<file path="config.mk">
export PLATFORM = sky130hd
export DESIGN_NAME = config_loader
export DESIGN_NICKNAME = d
export VERILOG_FILES = /design/src/rtl/config_loader.sv
export SDC_FILE = /design/constraint.sdc
export NUM_CORES = 1
export LEC_CHECK = 0
export CAP_MARGIN = 30
export CORE_MARGIN = 8
export CORE_UTILIZATION = 25
export DETAILED_ROUTE_END_ITERATION = 10
export GPL_TIMING_DRIVEN = 0
export PLACE_DENSITY = 0.47
export REMOVE_ABC_BUFFERS = 1
export SLEW_MARGIN = 20
export SYNTH_ARGS = -nofsm -noshare
export SYNTH_HDL_FRONTEND = slang
export SYNTH_SLANG_ARGS = --single-unit
</file>
<file path="constraint.sdc">
create_clock -name clk -period 1.7 [get_ports clk]
set_clock_uncertainty 0.15 [all_clocks]
set_input_delay 0.34 -clock clk [delete_from_list [all_inputs] [get_ports clk]]
set_output_delay 0.34 -clock clk [all_outputs]
set_load 0.02 [all_outputs]
</file>
<file path="src/rtl/config_loader.sv">
// Configuration chain loader: serializes a byte stream LSB-first onto the
// prog_in/prog_clk chain, with an optional verify pass comparing prog_out.
`timescale 1ns/1ps
module config_loader #(
  parameter int unsigned CHAIN_LEN = 128,
  parameter int unsigned CLK_DIV   = 2
) (
  input  logic       clk,
  input  logic       rst_n,
  input  logic       start,
  input  logic       verify,
  input  logic [7:0] in_data,
  input  logic       in_valid,
  output logic       in_ready,
  output logic       prog_in,
  output logic       prog_clk,
  output logic       prog_en,
  input  logic       prog_out,
  output logic       busy,
  output logic       done,
  output logic       mismatch
);

  localparam int unsigned CW = $clog2(CHAIN_LEN + 1);
  localparam int unsigned PW = $clog2(CLK_DIV + 1);
  localparam logic [CW-1:0] CNT_LAST = CW'(CHAIN_LEN - 1);
  localparam logic [PW-1:0] PH_LAST  = PW'(CLK_DIV - 1);

  typedef enum logic [2:0] {
    S_IDLE,
    S_FETCH,
    S_SHIFT_LO,
    S_SHIFT_HI,
    S_FINISH
  } state_t;

  state_t          r_state;
  state_t          w_next;
  logic [7:0]      r_byte;
  logic [2:0]      r_idx;
  logic [CW-1:0]   r_cnt;
  logic [PW-1:0]   r_phase;
  logic            r_verify;
  logic            r_mismatch;
  logic            r_prog_in;
  logic            w_phase_last;
  logic            w_cnt_last;

  assign w_phase_last = (r_phase == PH_LAST);
  assign w_cnt_last   = (r_cnt == CNT_LAST);
  assign prog_in      = r_prog_in;
  assign mismatch     = r_mismatch;

  always_ff @(posedge clk or negedge rst_n) begin
    if (!rst_n) r_state <= S_IDLE;
    else        r_state <= w_next;
  end

  always_comb begin
    w_next   = r_state;
    in_ready = 1'b0;
    prog_clk = 1'b0;
    prog_en  = 1'b0;
    busy     = 1'b0;
    done     = 1'b0;
    case (r_state)
      S_IDLE: begin
        if (start) w_next = S_FETCH;
      end
      S_FETCH: begin
        in_ready = 1'b1;
        prog_en  = 1'b1;
        busy     = 1'b1;
        if (in_valid) w_next = S_SHIFT_LO;
      end
      S_SHIFT_LO: begin
        prog_en = 1'b1;
        busy    = 1'b1;
        if (w_phase_last) w_next = S_SHIFT_HI;
      end
      S_SHIFT_HI: begin
        prog_clk = 1'b1;
        prog_en  = 1'b1;
        busy     = 1'b1;
        if (w_phase_last) begin
          if (w_cnt_last)         w_next = S_FINISH;
          else if (r_idx == 3'd7) w_next = S_FETCH;
          else                    w_next = S_SHIFT_LO;
        end
      end
      S_FINISH: begin
        done   = 1'b1;
        w_next = S_IDLE;
      end
      default: w_next = S_IDLE;
    endcase
  end

  // prog_in is loaded only on entry to SHIFT_LO, so it holds through the
  // high phase and any FETCH stall.
  always_ff @(posedge clk or negedge rst_n) begin
    if (!rst_n) begin
      r_byte     <= '0;
      r_idx      <= '0;
      r_cnt      <= '0;
      r_phase    <= '0;
      r_verify   <= 1'b0;
      r_mismatch <= 1'b0;
      r_prog_in  <= 1'b0;
    end else begin
      if (r_state != w_next) r_phase <= '0;
      else if (r_state == S_SHIFT_LO || r_state == S_SHIFT_HI) r_phase <= r_phase + PW'(1);

      case (r_state)
        S_IDLE: begin
          if (start) begin
            r_cnt      <= '0;
            r_mismatch <= 1'b0;
            r_verify   <= verify;
          end
        end
        S_FETCH: begin
          if (in_valid) begin
            r_byte    <= in_data;
            r_idx     <= '0;
            r_prog_in <= in_data[0];
          end
        end
        S_SHIFT_LO: begin
          if (w_phase_last && r_verify && (prog_out != r_prog_in)) r_mismatch <= 1'b1;
        end
        S_SHIFT_HI: begin
          if (w_phase_last) begin
            r_cnt <= r_cnt + CW'(1);
            if (!w_cnt_last && r_idx != 3'd7) begin
              r_idx     <= r_idx + 3'd1;
              r_prog_in <= r_byte[r_idx + 3'd1];
            end
          end
        end
        default: ;
      endcase
    end
  end

endmodule

</file>
==> flow_summary.ini <==
[placement]
pre_cts_slack_ns = -0.5440
place_inst = 223
post_dp_cell_area_sq_um = 1704
portBuffers = 20
routabilityCongestion = 0.7674
dp_hpwl_mm = 2.389

[floorplanning]
coreArea_sq_um = 5781
ioPinCount = 21
start_util_pct = 25.22
die_w_um = 92.36
die-height_um = 92.36
fp-row-count = 28
fp.dieArea_sq_um = 8530

[min_path]
min_from = r_idx[2]
min_to = r_idx[2]
worstHoldPathCells = 1
hold_path_class = reg2reg

[worst_setup_path]
crit_fanout = 10
r2r_cells = 7
crit_type = reg2reg
critPathLaunchType = register
cp.required_ns = 1.72
r2r_setup_slack_ns = -0.13
timing.rr.start = r_phase[1]
arrival_ns = 1.85
regToRegEndpoint = r_cnt[4]
endpoint_kind = register

[synthesis]
synthCells = 136
avgSynthCellArea_sq_um = 10.72
ys_seq_area_share_pct = 46.35
synth_area_sq_um = 1458
ys_types = 42
synthFlopType = dfrtp_1
ys.warnings.count = 0
async_flop_share_pct = 100.0
synth_edf_count = 0
synth-seq-cells = 27

[outcome]
status = finished with violations
violations = setup timing

[routing]
vias = 1240
drt-total-wl_mm = 3.911
dr.first_iter.drc_count = 56
drt_pass1_iterations = 4
vias_per_cell = 4.751
ant_nets = 0
wl_per_cell_um = 14.98
drc = 0

[sta]
finalSetupViolCount = 10
fin_setup_tns_ns = -0.6124
hold_violations = 0
fmax_mhz = 546.0
max-slew-margin-rel_pct = 58.50
min_period_ns = 1.832
rsz0062_at_grt = yes
slew_viol_final = 0
tightestPinTransition_ns = 0.6225
finalWorstSetupSlack_ns = -0.1315
finalCritPeriodShare_pct = 107.7

[finish]
nFillCells = 586
finalNonFillerCells = 261
most-common-layout-cells = buf_4, dfrtp_1, nand2_1, clkdlybuf4s50_1, nor2_1
n_antenna_cell = 0
nNetsFinal = 205
fin_area_sq_um = 2190
area_growth_pct = 50.21
layout-drive-gt1-share_pct = 43.01
utilization_pct = 37.88
final_common_cell = buf_4

[power_and_ir_drop]
powerDensity_nw_per_um2 = 1694
leakage_nw = 0.9445
vdd_ir_drop_max_mv = 0.5970

[global_routing]
grt_pass1_wl_mm = 6.223
grt_pass1_vias = 1303
grt_max_degree = 28
track_usage_pct = 8.810
antenna_found_initial = 0
grt.overflow.total = 0

[clocking]
cts_max_path_buffers = 2
cts_sinks = 27
root_buffer = clkbuf_8
h-tree-depth = 1
cts_made_buffers = 3
clk_latency_ns = 0.27
path_clk_slew_ns = 0.09
cts_tree = yes

[run]
maxCapViolations = 0
## critical path: stages (launching register included)
cell and delay (ns):
dfrtp_1 0.40, inv_2 0.07, ha_4 0.14, buf_4 0.18, and4b_1 0.37, nand4_1 0.17
xor2_1 0.20, nor2_1 0.06
## sequential cells by signal, summed over array words and instances (netlist names)
| name | cells |
|---|---|
| r_byte | 8 |
| mismatch | 1 |
| r_idx | 3 |
| r_state | 3 |
| r_phase | 2 |
| r_cnt | 8 |
| prog_in | 1 |
| r_verify | 1 |
## cell usage after synthesis (2+ instances only)
cell       n  area (sq um)
mux2_2     9         101.4
a21oi_1    6         30.03
o21ai_0    3         15.01
mux4_2     2         45.04
buf_4      2         15.01
nor3_1     2         10.01
buf_2      4         20.02
mux2i_1    2         20.02
nand2_1   12         45.04
xnor2_1    4         35.03
nand2b_1   2         12.51
clkbuf_1   2         7.510
nand4_1    2         12.51
xor2_1     3         26.28
ha_1       4         50.05
dfrtp_1   27         675.7
nor2b_1    5         31.28
inv_1      5         18.77
and2_1     2         12.51
nor2_1    13         48.80
a31oi_1    2         12.51
or4_1      2         15.01
a221oi_1   2         17.52
## how the worst max path moves through the flow
stage | start | end | slack, ns | cells past startpoint
finish | r_phase[1] | r_cnt[4] | -0.13 | 7
global route | r_cnt[1] | r_phase[1] | -0.20 | 5
CTS | r_phase[1] | r_cnt[7] | -0.12 | 6
detailed placement | r_phase[1] | r_cnt[7] | -0.54 | 6
global placement | r_phase[1] | r_cnt[7] | -0.53 | 6
floorplan | r_state[0] | r_byte[0] | -0.53 | 3
## timing repair
item                                   4_1_cts  5_1_grt
gates cloned                                 1        0
hold buffers                                 1        0
gates resized for setup                     39       39
pin swaps                                   13       10
endpoints found under the hold margin       27        0
setup endpoints to repair                   31       28
setup buffers                               17       16
## where the power goes
group / switching [W] / leakage, nW / internal [W]
combinational: 0.000970 / 0.587 / 0.00117
clock: 0.000195 / 0.0228 / 0.000168
sequential: 0.000258 / 0.334 / 0.000950
## kinds of logic (layout without fill, tap and decap cells)
kind of cell	Yosys count	count (layout)	share of synthesized area [%]
fa+ha+maj	4	4	3.434
simple gates	49	50	19.31
compound gates	23	23	11.07
buf+inv	13	62	4.206
xor+xnor	7	7	4.206
mux	13	13	11.42
flops	27	27	46.35
## layout make-up
class                      count  area (sq um)  area share (%)
sequential                    27         680.7           31.09
tap                           75         93.84           4.286
clock buffer                   4         45.04           2.057
inverter                       5         18.77          0.8571
multi-input combinational     97         898.4           41.03
timing repair buffer          53         452.9           20.69
## per-stage QoR
stage	power, W	hold slack [ns]
after CTS	0.003362	0.3671
after detailed placement	0.002684	0.2495
after global placement	0.002626	0.3302
after floorplan	0.002231	-0.1056
after global routing	0.004012	0.3837
final	0.003708	0.3639
## routing by layer
layer / track usage [%] / routed length [um] / vias to the layer above
met4: 2.013 / 29 / 0
met5: 0 / 0 / -
met2: 14.84 / 2017 / 29
li1: - / - / 588
met1: 10.86 / 1730 / 619
met3: 2.508 / 134 / 4
Power figures use the tool's default switching activity.
